$ cat src/rtl/uart_frame_check_if.sv
// UART frame-check bus: sampler strobes and config in,
// per-frame results and error statistics out.
interface uart_frame_check_if #(
  parameter int DATA_W = 8,
  parameter int CNT_W  = 8
);
  logic              start;
  logic              bit_valid;
  logic              bit_in;
  logic [2:0]        par_mode;
  logic              stop2;
  logic              clr_stat;
  logic              busy;
  logic              frame_done;
  logic [DATA_W-1:0] pdata;
  logic              par_err;
  logic              stop_err;
  logic              par_sticky;
  logic              stop_sticky;
  logic [CNT_W-1:0]  par_err_cnt;
  logic [CNT_W-1:0]  stop_err_cnt;

  modport master (
    output start, bit_valid, bit_in,
    output par_mode, stop2, clr_stat,
    input  busy, frame_done, pdata,
    input  par_err, stop_err,
    input  par_sticky, stop_sticky,
    input  par_err_cnt, stop_err_cnt
  );

  modport slave (
    input  start, bit_valid, bit_in,
    input  par_mode, stop2, clr_stat,
    output busy, frame_done, pdata,
    output par_err, stop_err,
    output par_sticky, stop_sticky,
    output par_err_cnt, stop_err_cnt
  );
endinterface

$ cat src/rtl/uart_frame_check.sv
// UART RX frame checker: LSB-first shift-in, parity and
// stop-bit checks, sticky flags and saturating counters.
module uart_frame_check #(
  parameter int DATA_W = 8,
  parameter int CNT_W  = 8
) (
  input logic             clk,
  input logic             rst,
  uart_frame_check_if.slave bus
);
  typedef enum logic [1:0] {
    IDLE, DATA, PARITY, STOP
  } state_t;

  localparam logic [3:0] LAST = 4'(DATA_W - 1);
  localparam logic [CNT_W-1:0] CMAX = '1;

  state_t state, state_n;

  logic [2:0]        mode_q;
  logic              stop2_q;
  logic [3:0]        bcnt;
  logic [DATA_W-1:0] shreg;
  logic              stop_acc;
  logic              stop_seen;
  logic              par_pend;

  logic              done_q;
  logic [DATA_W-1:0] pdata_q;
  logic              perr_q;
  logic              serr_q;
  logic              psticky_q;
  logic              ssticky_q;
  logic [CNT_W-1:0]  pcnt_q;
  logic [CNT_W-1:0]  scnt_q;

  logic has_par;
  logic exp_par;
  logic fin;
  logic serr_n;

  assign has_par = (mode_q >= 3'd1)
                && (mode_q <= 3'd4);

  always_comb begin
    exp_par = 1'b0;
    unique case (1'b1)
      (mode_q == 3'd1): exp_par = ^shreg;
      (mode_q == 3'd2): exp_par = ~^shreg;
      (mode_q == 3'd3): exp_par = 1'b1;
      default:          exp_par = 1'b0;
    endcase
  end

  // last stop bit: second one when two are configured
  assign fin = (state == STOP) && bus.bit_valid
            && (!stop2_q || stop_seen);
  assign serr_n = stop_acc | ~bus.bit_in;

  always_ff @(posedge clk or negedge rst) begin
    if (!rst) state <= IDLE;
    else      state <= state_n;
  end

  always_comb begin
    state_n = state;
    unique case (state)
      IDLE:
        if (bus.start) state_n = DATA;
      DATA:
        if (bus.bit_valid && bcnt == LAST)
          state_n = has_par ? PARITY : STOP;
      PARITY:
        if (bus.bit_valid) state_n = STOP;
      STOP:
        if (fin) state_n = IDLE;
      default: state_n = IDLE;
    endcase
  end

  always_ff @(posedge clk or negedge rst) begin
    if (!rst) begin
      mode_q    <= '0;
      stop2_q   <= 1'b0;
      bcnt      <= '0;
      shreg     <= '0;
      stop_acc  <= 1'b0;
      stop_seen <= 1'b0;
      par_pend  <= 1'b0;
    end else begin
      if (state == IDLE && bus.start) begin
        mode_q    <= bus.par_mode;
        stop2_q   <= bus.stop2;
        bcnt      <= '0;
        shreg     <= '0;
        stop_acc  <= 1'b0;
        stop_seen <= 1'b0;
        par_pend  <= 1'b0;
      end
      if (state == DATA && bus.bit_valid) begin
        shreg <= {bus.bit_in, shreg[DATA_W-1:1]};
        bcnt  <= bcnt + 4'd1;
      end
      if (state == PARITY && bus.bit_valid)
        par_pend <= bus.bit_in != exp_par;
      if (state == STOP && bus.bit_valid) begin
        stop_acc  <= serr_n;
        stop_seen <= 1'b1;
      end
    end
  end

  always_ff @(posedge clk or negedge rst) begin
    if (!rst) begin
      done_q    <= 1'b0;
      pdata_q   <= '0;
      perr_q    <= 1'b0;
      serr_q    <= 1'b0;
      psticky_q <= 1'b0;
      ssticky_q <= 1'b0;
      pcnt_q    <= '0;
      scnt_q    <= '0;
    end else begin
      done_q <= fin;
      if (fin) begin
        pdata_q <= shreg;
        perr_q  <= par_pend;
        serr_q  <= serr_n;
      end
      // an error on the clearing edge wins over the clear
      if (fin && par_pend) begin
        psticky_q <= 1'b1;
        if (bus.clr_stat)      pcnt_q <= CNT_W'(1);
        else if (pcnt_q != CMAX) pcnt_q <= pcnt_q + CNT_W'(1);
      end else if (bus.clr_stat) begin
        psticky_q <= 1'b0;
        pcnt_q    <= '0;
      end
      if (fin && serr_n) begin
        ssticky_q <= 1'b1;
        if (bus.clr_stat)      scnt_q <= CNT_W'(1);
        else if (scnt_q != CMAX) scnt_q <= scnt_q + CNT_W'(1);
      end else if (bus.clr_stat) begin
        ssticky_q <= 1'b0;
        scnt_q    <= '0;
      end
    end
  end

  assign bus.busy         = state != IDLE;
  assign bus.frame_done   = done_q;
  assign bus.pdata        = pdata_q;
  assign bus.par_err      = perr_q;
  assign bus.stop_err     = serr_q;
  assign bus.par_sticky   = psticky_q;
  assign bus.stop_sticky  = ssticky_q;
  assign bus.par_err_cnt  = pcnt_q;
  assign bus.stop_err_cnt = scnt_q;
endmodule

$ cat src/flat_wrapper.sv
// flat-port wrapper written by rule: the top's interface ports become plain ports
module uart_frame_check_flat 
#(
  parameter int DATA_W = 8,
  parameter int CNT_W  = 8
)
  (clk, rst, bus_start, bus_bit_valid, bus_bit_in, bus_par_mode, bus_stop2, bus_clr_stat, bus_busy, bus_frame_done, bus_pdata, bus_par_err, bus_stop_err, bus_par_sticky, bus_stop_sticky, bus_par_err_cnt, bus_stop_err_cnt);
  uart_frame_check_if #(.DATA_W(DATA_W), .CNT_W(CNT_W)) bus_i ();
  input logic clk;
  input logic rst;
  input wire logic [$bits(bus_i.start)-1:0] bus_start;
  input wire logic [$bits(bus_i.bit_valid)-1:0] bus_bit_valid;
  input wire logic [$bits(bus_i.bit_in)-1:0] bus_bit_in;
  input wire logic [$bits(bus_i.par_mode)-1:0] bus_par_mode;
  input wire logic [$bits(bus_i.stop2)-1:0] bus_stop2;
  input wire logic [$bits(bus_i.clr_stat)-1:0] bus_clr_stat;
  output wire logic [$bits(bus_i.busy)-1:0] bus_busy;
  output wire logic [$bits(bus_i.frame_done)-1:0] bus_frame_done;
  output wire logic [$bits(bus_i.pdata)-1:0] bus_pdata;
  output wire logic [$bits(bus_i.par_err)-1:0] bus_par_err;
  output wire logic [$bits(bus_i.stop_err)-1:0] bus_stop_err;
  output wire logic [$bits(bus_i.par_sticky)-1:0] bus_par_sticky;
  output wire logic [$bits(bus_i.stop_sticky)-1:0] bus_stop_sticky;
  output wire logic [$bits(bus_i.par_err_cnt)-1:0] bus_par_err_cnt;
  output wire logic [$bits(bus_i.stop_err_cnt)-1:0] bus_stop_err_cnt;
  assign bus_i.start = bus_start;
  assign bus_i.bit_valid = bus_bit_valid;
  assign bus_i.bit_in = bus_bit_in;
  assign bus_i.par_mode = bus_par_mode;
  assign bus_i.stop2 = bus_stop2;
  assign bus_i.clr_stat = bus_clr_stat;
  assign bus_busy = bus_i.busy;
  assign bus_frame_done = bus_i.frame_done;
  assign bus_pdata = bus_i.pdata;
  assign bus_par_err = bus_i.par_err;
  assign bus_stop_err = bus_i.stop_err;
  assign bus_par_sticky = bus_i.par_sticky;
  assign bus_stop_sticky = bus_i.stop_sticky;
  assign bus_par_err_cnt = bus_i.par_err_cnt;
  assign bus_stop_err_cnt = bus_i.stop_err_cnt;
  uart_frame_check #(.DATA_W(DATA_W), .CNT_W(CNT_W)) u_core (.clk(clk), .rst(rst), .bus(bus_i));
endmodule
$ cat config.mk
export PLATFORM = sky130hd
export DESIGN_NAME = uart_frame_check_flat
export DESIGN_NICKNAME = d
export VERILOG_FILES = /design/src/rtl/uart_frame_check_if.sv /design/src/rtl/uart_frame_check.sv /design/src/flat_wrapper.sv
export SDC_FILE = /design/constraint.sdc
export NUM_CORES = 1
export LEC_CHECK = 0
export CAP_MARGIN = 20
export CORE_UTILIZATION = 36
export CTS_BUF_LIST = sky130_fd_sc_hd__clkbuf_2
export DETAILED_ROUTE_END_ITERATION = 8
export GPL_ROUTABILITY_DRIVEN = 1
export HOLD_SLACK_MARGIN = 0.15
export PLACE_DENSITY_LB_ADDON = 0.15
export SYNTH_ARGS = -nofsm -noshare
export SYNTH_HDL_FRONTEND = slang
export SYNTH_SLANG_ARGS = --single-unit
$ cat constraint.sdc
create_clock -name clk -period 2.07 [get_ports clk]
set_input_delay 0.414 -clock clk [delete_from_list [all_inputs] [get_ports clk]]
set_output_delay 0.414 -clock clk [all_outputs]
set_load 0.03 [all_outputs]
Word level (Yosys, flattened, before mapping)
Cells that the tools add are included.
W data, S select, Z words.
{ "classes": {"n_addsub": 3, "mul": 0, "div": 0, "magnitude_cmp": 2, "n_eq_ne": 14, "shifts": 0, "mux": 25, "bitwise_logic": 2, "reduce_logical": 25} }
{ "op_table": {"columns": ["cell", "n"], "rows": [
  ["$mux W8", 9],
  ["$add A8 B1 Y8 const B", 2],
  ["$ne A8 B8 Y1 const B", 2],
  ["$reduce_bool A2 Y1", 8],
  ["$logic_and A1 B1 Y1", 9],
  ["$mux W1", 8],
  ["$mux W2", 4],
  ["$mux W4", 2],
  ["$pmux W2 S4", 1],
  ["$reduce_xnor A8 Y1", 1],
  ["$reduce_xor A8 Y1", 1],
  ["$eq A3 B2 Y1 const B", 2],
  ["$add A4 B1 Y4 const B", 1],
  ["$eq A2 B2 Y1 const B", 2],
  ["$eq A4 B3 Y1 const B", 1],
  ["$ne A2 B1 Y1 const B", 2],
  ["$ne A2 B2 Y1 const B", 2],
  ["$reduce_and A2 Y1", 2],
  ["$reduce_and A4 Y1", 1],
  ["$eq A3 B1 Y1 const B", 1],
  ["$ge A3 B1 Y1 const B", 1],
  ["$le A3 B3 Y1 const B", 1],
  ["$pmux W1 S3", 1],
  ["$eq A2 B1 Y1 const B", 1],
  ["other kinds (6)", 6]
]} }
{ "word_totals": {"reg_bits": 50, "latch_bits": 0, "mem_bits_rw": 0, "mem_bits_ro": 0, "elab_cells": 87, "n_memories": 0} }

Depth between registers and ports, before layout
Gate-level depths: netlist of the first run.
{ "logic_depth": {"depth_word": 6, "depth_mapped": 7, "mapped_depth_nobuf": 7} }

Least setup slack after synthesis of the first run
No wires, ideal clock.
{ "synth_path": {"path_type": "register to register", "startpoint": "register u_core.state[0]", "endpoint": "register u_core.state[0]", "setup_ns": 0.138, "arrival_time_ns": 1.677, "required_time_ns": 1.932, "path_slack_ns": 0.255, "stages_incl_launch_ff": 8, "n_path_buf": 0, "synth_period_minus_slack_ns": 1.815, "cell_sequence": "dfrtp_1 > inv_1 > ha_1 > inv_1 > o22ai_1 > a221o_1 > a2111oi_0 > a21oi_1"} }
{ "synth_between": {"elab_chain_len": 5} }
{ "synth_lines": {"columns": ["element", "line", "text"], "rows": [
  ["start: declaration", "uart_frame_check.sv:18", "state_t state, state_n;"],
  ["start signal: assignment", "uart_frame_check.sv:62", "else state <= state_n;"],
  ["$eq A2 B2 Y1", "uart_frame_check.sv:56, uart_frame_check.sv:67", null],
  ["$logic_and A1 B1 Y1", "uart_frame_check.sv:56", "assign fin = (state == STOP) && bus.bit_valid"],
  ["$logic_and A1 B1 Y1", "uart_frame_check.sv:57", "&& (!stop2_q || stop_seen);"],
  ["$ne A2 B1 Y1 (no line)", null, null],
  ["$reduce_and A4 Y1 (no line)", null, null]
]} }
Several ways; a longest one is shown, not always the timed one.
A chain may end at the register's enable or synchronous reset.

Worst setup path after layout of the first run
{ "layout_path": {"startpoint": "register u_core.pcnt_q[0], in the netlist u_core.bus.par_err_cnt[0]", "endpoint": "output bus_par_err_cnt[0]"} }
{ "layout_lines": {"columns": ["element", "line", "text"], "rows": [
  ["start: declaration", "uart_frame_check.sv:34", "logic [CNT_W-1:0] pcnt_q;"],
  ["start signal: assignment", "uart_frame_check.sv:134", "else if (pcnt_q != CMAX) pcnt_q <= pcnt_q + CNT_W'(1);"],
  ["end: declaration", "flat_wrapper.sv:24", "output wire logic [$bits(bus_i.par_err_cnt)-1:0] bus_par_err_cnt;"]
]} }
No word-level cell between the ends.

==> flow_results.org, run 1 <==
** Worst setup path
- Slowest cell on crit path :: sky130_fd_sc_hd__clkdlybuf4s50_1
- Req. time, crit path :: 1.66 ns
- Startpoint-to-endpoint class of the critical path :: reg2out
- For this run, the slowest stage of the critical path takes 0.70 ns.
- Buffers & Inverters on Critical Path :: 1
- The signal on the critical path passes through clkdlybuf4s50_1.
- Critical Path Source Type :: register
- Along the worst path, the maximum fanout reaches 5.
- Grouping stages by cell kind, the critical path spends the most delay in buffers and inverters.
- Data arrival time at the worst-slack endpoint :: 1.56 ns
- The worst setup path is captured at an output port.

** Synthesis
- Predominant post-synthesis flop cell :: sky130_fd_sc_hd__dfrtp_1
- Synthesized area per cell :: 10.19 µm²
- Count of warnings emitted by yosys :: 0
- In this run, synthesis inferred 0 flip-flops with an integrated enable.
- After synthesis, the netlist uses 32 different library cells.
- Most frequent cell after synthesis :: sky130_fd_sc_hd__dfrtp_1
- Cell type with the highest aggregate area in the netlist :: sky130_fd_sc_hd__dfrtp_1
- The mapped netlist covers 2272 µm².
- Cells taking the most area after synthesis :: sky130_fd_sc_hd__dfrtp_1 (55%), sky130_fd_sc_hd__nand2_1 (6.9%), sky130_fd_sc_hd__ha_1 (4.4%), sky130_fd_sc_hd__a22o_1 (3.9%), sky130_fd_sc_hd__nor2_1 (3.6%)
- Async S/R FF share, synth :: 100.0%
- The number of nets handed over by synthesis was 241.
- After synthesis, flip-flops and latches occupy 55.07% of the total area.
- Cell types with the highest counts after synthesis :: sky130_fd_sc_hd__dfrtp_1 (50), sky130_fd_sc_hd__nand2_1 (42), sky130_fd_sc_hd__nor2_1 (22)
- Number of standard cells after synthesis :: 223
- Count of state elements after synthesis :: 50
- Summed over its instances, the top area cell type makes up 55.07% of the synthesized netlist area.

** Pwr
- Pwr dens :: 1130 nW/µm²
- Leakage power figure :: 1.438 nW
- Maximum ir drop on the vdd rail :: 0.5466 mV

** Drt
- WL per Instance :: 12.39 µm
- The routed layout has 1720 vias.
- First drt pass iteration count :: 4
- In the routed design, unresolved DRC markers number 0.
- For this block, the routed nets add up to 4.437 mm of wire.
- In the routed layout, each cell is associated on average with a via count of 4.804.
- Initial DRC count :: 45
- In this run the remaining antenna-violating nets after routing total 0.

** Final layout
- Share of final-layout standard cells stronger than drive strength 1 :: 12.01%
- Inserted Diodes :: 0
- Number of cells in the finished layout apart from fillers :: 358
- Utilization after layout :: 48.83%
- Final standard cell area without fillers :: 2925 µm²
- Sequential cell area in the final layout :: 1251 µm²
- Counting the fill cells in the layout gives 576.
- Area of the multi-input gates :: 970.9 µm²
- Synth-to-layout area growth :: 28.74%
- The final layout contains 301 nets.

** GRT
- The first global-routing pass estimated 7.610 mm of wire.
- Global routing used 15.10% of the available tracks across all layers.
- Remaining Overflow, GRT :: 0
- Via count of the first global-routing pass :: 1633
- Maximum number of pins on one net before global-route repair :: 21
- The number of antenna violations at the first check in global routing came to 0.

** STA
- Setup repair after global routing left no endpoint under its margin.
- The number of failing hold endpoints at the final stage was 0.
- In the finished design, the share of the clock period the worst path needs comes to 95.28%.
- Clock skew on the completed layout was measured at 0.006460 ns.
- Maximum clock frequency :: 507.0 MHz
- Headroom to the max-slew limit came out at 60.47%.
- Final critical path time including I/O delays and setup :: 1.972 ns
- Minimum setup slack in the final design :: 0.09765 ns
- At the pin with the least slew margin, the transition time is 0.5911 ns.
- Total setup violations reported at the end of the flow :: 0
- The final max-slew violation count was 0.
- Setup total negative slack on the finished layout was measured at 0 ns.

** CTS
- TritonCTS clock tree :: built
- Number of sinks on the clock net :: 50
- The tree is rooted in a sky130_fd_sc_hd__clkbuf_2.
- At the later pin of the worst-skew pair, clock insertion delay measures 0.40 ns.
- H-tree Lvls :: 2
- Clock-pin slew reported for the worst setup and hold paths after clock tree synthesis :: 0.23 ns
- Clock buffer count from CTS :: 5
- Maximum number of buffers from clock root to sink :: 2

** Floorplan
- IO Count :: 40
- Starting density of the core :: 37.93%
- Width of the chip :: 81.45 µm
- In this run the vertical extent of the chip is 81.45 µm.
- Standard-cell rows :: 28
- Std-Cell Core Area :: 5991 µm²
- Overall die area :: 6633 µm²

** Placement
- Count of buffers inserted at the top-level ports :: 39
- Placement-stage worst setup slack :: -0.1623 ns
- The number of placed instances, taps included, is 348.
- The placed instances occupy a cell area of 2853 µm².
- Post-detail-place hpwl :: 3.311 mm
- Global placement routability congestion :: 0.7713

** Run
- Max-cap violations in this run came to 0.

** Worst hold path
- The path class of the tightest hold or removal check is in2async.

** Status
- The flow ran to the end, and the final reports show no timing, DRC or antenna violations.
where the power goes:
| group | switching [mW] | leakage [nW] | internal, mW |
|---|---|---|---|
| clock | 0.287 | 0.0291 | 0.0880 |
| combinational | 0.772 | 0.740 | 0.702 |
| sequential | 0.220 | 0.668 | 1.24 |
| total | 1.28 | 1.44 | 2.03 |
worst register-to-register path, stage by stage (launching register included):
cell,delay (ns)
sky130_fd_sc_hd__dfrtp_1,0.45
sky130_fd_sc_hd__ha_1,0.18
sky130_fd_sc_hd__and2_2,0.20
sky130_fd_sc_hd__nand2_1,0.08
sky130_fd_sc_hd__a221o_1,0.37
sky130_fd_sc_hd__a2111oi_1,0.39
sky130_fd_sc_hd__a21oi_1,0.08
repair_timing:
action                                  in CTS  in global routing
resized for setup                            3                 11
hold buffers                                 1                  0
buffers inserted                             0                  2
endpoints found under the setup margin       1                  8
endpoints found under the hold margin       18                  0
placed cells by master, fill, tap and decap left out, types with 2 or more instances in the layout:
cell	count
sky130_fd_sc_hd__nor2_1	22
sky130_fd_sc_hd__nand4_1	5
sky130_fd_sc_hd__mux2_2	5
sky130_fd_sc_hd__nand2_1	42
sky130_fd_sc_hd__o21ai_0	11
sky130_fd_sc_hd__buf_4	18
sky130_fd_sc_hd__ha_1	8
sky130_fd_sc_hd__clkbuf_2	7
sky130_fd_sc_hd__dlymetal6s2s_1	6
sky130_fd_sc_hd__o32ai_1	2
sky130_fd_sc_hd__nor3_1	5
sky130_fd_sc_hd__xnor2_1	8
sky130_fd_sc_hd__nand2b_1	2
sky130_fd_sc_hd__a21oi_1	3
sky130_fd_sc_hd__clkdlybuf4s50_1	31
sky130_fd_sc_hd__xor2_1	9
sky130_fd_sc_hd__buf_2	2
sky130_fd_sc_hd__mux2i_1	2
sky130_fd_sc_hd__a22o_1	10
sky130_fd_sc_hd__nand3_1	11
sky130_fd_sc_hd__dfrtp_1	50
sky130_fd_sc_hd__inv_1	7
registers in the layout, summed over array words and instances, names as in the netlist, 2 cells and up:
| signal | flops |
|---|---|
| u_core.bus.par_err_cnt | 8 |
| u_core.bus.pdata | 8 |
| u_core.bus.stop_err_cnt | 8 |
| u_core.shreg | 8 |
| u_core.bcnt | 4 |
| u_core.mode_q | 3 |
| u_core.state | 2 |
cell type report:
cell class              count  area share, %
clock buffers               7          1.198
inverters                   9          1.155
multi-input cells         159          33.19
flip-flops and latches     50          42.77
well taps                  75          3.208
repair buffers             58          18.48
path summary, 6_finish.rpt:
path                                                  startpoint                                     to  cells after the start  slack (ns)
max                        u_core.bus.par_err_cnt[0]$_DFFE_PN0P_                     bus_par_err_cnt[0]                      1         0.1
min in group clk                    u_core.stop_seen$_DFFE_PN0P_           u_core.stop_seen$_DFFE_PN0P_                      1        0.50
max reg2reg                          u_core.state[1]$_DFFE_PN0P_            u_core.state[0]$_DFFE_PN0P_                      6        0.24
max in group asynchronous                                    rst            u_core.shreg[2]$_DFFE_PN0P_                      3        1.04
min                                                          rst  u_core.bus.par_err_cnt[4]$_DFFE_PN0P_                      2        0.44
min reg2reg                         u_core.stop_seen$_DFFE_PN0P_           u_core.stop_seen$_DFFE_PN0P_                      1        0.50
per-layer routing:
layer  global-route usage [%]  vias up  wire length (µm)  part of all wire [%]
met4                    5.000        0                60                   1.4
met2                    23.17       32              1988                    45
met3                    3.889        5               185                   4.2
met1                    20.69      798              2202                    50
li1                         -      885                 -                     -
met5                        0        -                 0                     0
metrics by stage:
stage | power, mW | hold WS (ns)
final | 3.305 | 0.4383
after floorplan | 2.393 | 0.1184
after global routing | 3.560 | 0.4400
after detailed placement | 2.950 | 0.3885
after CTS | 3.334 | 0.4178
after global placement | 2.917 | 0.3880
logic make-up (layout without fill, tap and decap cells):
logic type | after synthesis | after routing | synth area share, %
AOI/OAI and AO/OA | 33 | 33 | 10.13
xor gates and xnor gates | 17 | 17 | 6.553
adders and majority gates | 8 | 8 | 4.405
buffers and inverters | 14 | 74 | 2.313
DFF | 50 | 50 | 55.07
muxes | 7 | 7 | 3.359
and+or+nand+nor | 94 | 94 | 18.17
(Power assumes the default switching activity.)
==> run 2, diff against run 1 <==
==> constraint.sdc (replaced) <==
create_clock -name clk -period 2.19 [get_ports clk]
set_input_delay 0.438 -clock clk [delete_from_list [all_inputs] [get_ports clk]]
set_output_delay 0.438 -clock clk [all_outputs]
set_load 0.03 [all_outputs]
==> run 2 against run 1 <==
  * Worst setup slack better by 0.044 ns
  * Core utilization stayed put
  * Critical path type unchanged
  * Largest power group unchanged
  * Power is 1.5% lower
==> flow_results.org, run 2 (same netlist as run 1, synthesis figures left out) <==
** Worst setup path
- Startpoint-to-endpoint class of the critical path :: reg2out
- Traced cell by cell, the critical path runs through clkdlybuf4s50_1.
- The arrival time at the worst endpoint is 1.61 ns (+0.05 ns).
- The worst setup path is captured at an output port.
- Gate family responsible for the most delay along the worst path :: buffers and inverters
- Path length in cells of the critical path :: 1 (unchanged)
- Reg2Reg Launch Point :: u_core.state[1]$_DFFE_PN0P_
- Largest fanout of any net on the critical path :: 6 (+1)
- Critical Path Sink :: bus_stop_err_cnt[2]
- The cell depth of the worst flop-to-flop path came to 6 (unchanged).
- Worst stage delay on the critical path :: 0.70 ns (about the same)
- Critical Path Source Type :: register
- The required time of the worst setup path came to 1.75 ns (+0.09 ns).
- The count of buffer and inverter cells on the critical path was 1 (unchanged).
- Slowest cell on crit path :: sky130_fd_sc_hd__clkdlybuf4s50_1
- The worst register-to-register path ends at u_core.state[0]$_DFFE_PN0P_.
- Tracing the worst setup path back leads to its startpoint at u_core.bus.stop_err_cnt[2]$_DFFE_PN0P_.
- The register-to-register setup slack is 0.28 ns (+0.04 ns).

** Final layout
- The finished layout cell area was 2925 µm² (unchanged).
- Final net count :: 297 (-1.3%)
- The fraction of final layout cells with drive strength greater than 1 came to 10.36% (-1.7 points).
- The final standard cell count with taps included and fillers excluded came to 355 (-0.84%).
- Filler Cell Count :: 558 (-3.1%)
- Utilization after layout :: 48.83% (unchanged)
- Most common library cell in the layout ignoring fill and taps :: sky130_fd_sc_hd__dfrtp_1
- Synth-to-layout area growth :: 28.74% (unchanged)
- The number of inserted diodes was 0 (unchanged).
- The library cells used most frequently in the layout, excluding fill and tap cells, are sky130_fd_sc_hd__dfrtp_1 (50), sky130_fd_sc_hd__nand2_1 (42), sky130_fd_sc_hd__clkdlybuf4s50_1 (36).

** Floorplan
- The area of the core is 5991 µm² (unchanged).
- The die outline height is 81.45 µm (unchanged).
- IO Count :: 40 (unchanged)
- Standard-cell rows :: 28 (unchanged)
- Starting density of the core :: 37.93% (unchanged)
- Overall die area :: 6633 µm² (unchanged)
- The floorplan die width came to 81.45 µm (unchanged).

** Drt
- The vias per cell was 4.901 (+2.0%).
- The routed via count came to 1740 (+1.2%).
- The number of nets with antenna violations after detailed routing came to 0 (unchanged).
- The per-cell routed wire length was 12.58 µm (+1.5%).
- The number of design-rule violations left by the first detailed-router iteration came to 51 (+13%).
- Post-route DRC :: 0 (unchanged)
- The iteration count of the initial detailed-routing pass is 4 (unchanged).
- The total wire length after detailed routing is 4.465 mm (+0.63%).

** STA
- Total count of max-transition violations in the final report :: 0 (unchanged)
- The number of failing hold endpoints at the final stage is 0 (unchanged).
- RSZ-0062 raised after global routing :: false
- Static timing analysis puts the maximum clock frequency at 488.2 MHz.
- Dividing the final minimum period by the clock period gives 93.53%.
- The actual transition at the worst max-transition pin came to 0.5517 ns (-0.03947 ns).
- The max-slew headroom at the worst pin came to 63.22% (+2.8 points).
- The worst clock skew is 0.01680 ns (+0.01034 ns).
- The total of endpoints with negative setup slack in the final report came to 0 (unchanged).
- Final critical path time including I/O delays and setup :: 2.048 ns

** Placement
- The total placed cells including tap cells is 344 (-1.1%).
- The HPWL reported at the end of detailed placement is 3.186 mm (-3.8%).
- Placed cell areas :: 2835 µm² (-0.61%)
- Global placement routability congestion :: 0.7670 (-0.56%)
- The count of buffers inserted at the top-level ports is 39 (unchanged).

** CTS
- The TritonCTS buffer count was 5 (unchanged).
- The clock sink count came to 50 (unchanged).
- The cell sitting at the root of the clock tree is a sky130_fd_sc_hd__clkbuf_2.
- The source-to-sink clock delay at the later pin of the worst-skew pair is 0.41 ns (about the same).
- The clock-pin slew on the worst setup and hold paths is 0.25 ns (+0.02 ns).
- TritonCTS clock tree :: built
- The maximum clock path buffer count was 2 (unchanged).
- The depth of the CTS H-tree came to 2 (unchanged).

** Pwr
- The leakage power summed over all cells came to 1.345 nW (-6.5%).
- Internal portion of total power :: 2.018 mW (-0.39%)
- NetSw :: 1.236 mW (-3.4%)
- Pwr dens :: 1112 nW/µm² (-1.5%)
- Net switching share of the total power :: 37.98% (-0.71 points)
- The proportion of power drawn by the clock network was 15.1% (+3.8 points).
- Logic pwr share :: 42.6% (-2.0 points)
- Sequential power share :: 42.4% (-1.7 points)
- The maximum vdd ir drop was 0.5443 mV (-0.42%).

** GRT
- The global-route congestion overflow total is 0 (unchanged).
- The number of antenna violations at the first check in global routing came to 0 (unchanged).
- The largest net degree at the start of global routing is 29 (+38%).
- Wire length of the first global-routing pass :: 7.334 mm (-3.6%)
- Global routing usage summed across all routing layers :: 14.53% (-0.58 points)
- Via count of the first global-routing pass :: 1578 (-3.4%)

** Worst hold path
- The worst hold path belongs to the class in2async.

** Run
- The total of max-cap violations was 0 (unchanged).

** Status
- The run finished with clean final reports.
run 2: cell count changes in the layout (fill, tap and decap cells not counted), sizes merged:
cell,delta
buf,-5
clkdlybuf4s50,+5
dlymetal6s2s,-5
bufinv,+1
clkinvlp,+1
run 2: layer usage:
metal	wire length [µm]	vias up	GRT usage [%]	part of all wire [%]
met2	2096	35	23.00	47
met1	2177	828	19.69	49
met5	0	-	0	0
met3	165	2	3.778	3.7
met4	25	0	3.750	0.56
li1	-	875	-	-
run 2: stage by stage:
step                      power, mW  setup slack (ns)  hold slack [ns]  TNS (ns)
after floorplan               2.262            0.3751           0.1424         0
after global routing          3.484          0.005721           0.4895         0
after global placement        2.750           0.03264           0.4543         0
after detailed placement      2.775          -0.03059           0.4611  -0.03059
final                         3.254            0.1417           0.5031         0
after CTS                     3.267           0.03388           0.4987         0
run 2: worst min-delay path by stage:
stage	start	slack, ns	end	cells after the start
after floorplan	rst	0.14	u_core.bcnt[0]$_DFFE_PN0P_	0
after detailed placement	rst	0.46	u_core.bus.par_err_cnt[3]$_DFFE_PN0P_	1
after CTS	rst	0.50	u_core.shreg[0]$_DFFE_PN0P_	2
final	rst	0.50	u_core.bcnt[2]$_DFFE_PN0P_	2
after global placement	u_core.stop_seen$_DFFE_PN0P_	0.45	u_core.stop_seen$_DFFE_PN0P_	1
after global routing	rst	0.49	u_core.bus.pdata[5]$_DFFE_PN0P_	2
run 2: power by group through the flow:
stage | registers (mW) | clock network (mW) | logic (mW)
2_1_floorplan | 1.54 | 0 | 0.721
3_3_place_gp | 1.40 | 0 | 1.35
3_5_place_dp | 1.40 | 0 | 1.38
4_1_cts | 1.38 | 0.513 | 1.37
5_1_grt | 1.42 | 0.550 | 1.52
6_report | 1.38 | 0.491 | 1.39
run 2: repair_timing:
item                                    CTS  global route
hold buffers                              1             0
pin swaps                                 0             0
resized for setup                         1             3
buffers inserted                          0             2
endpoints found under the hold margin    22             0
endpoints found under the setup margin    1             2
run 2: cell type report:
class / instances / area (µm²) / area share [%]
sequential: 50 / 1251 / 42.77
multi-input combinational: 159 / 968.4 / 33.11
timing repair buffer: 54 / 510.5 / 17.45
tap: 75 / 93.84 / 3.208
clock inverter: 2 / 37.54 / 1.283
inverter: 9 / 33.78 / 1.155
clock buffer: 6 / 30.03 / 1.027
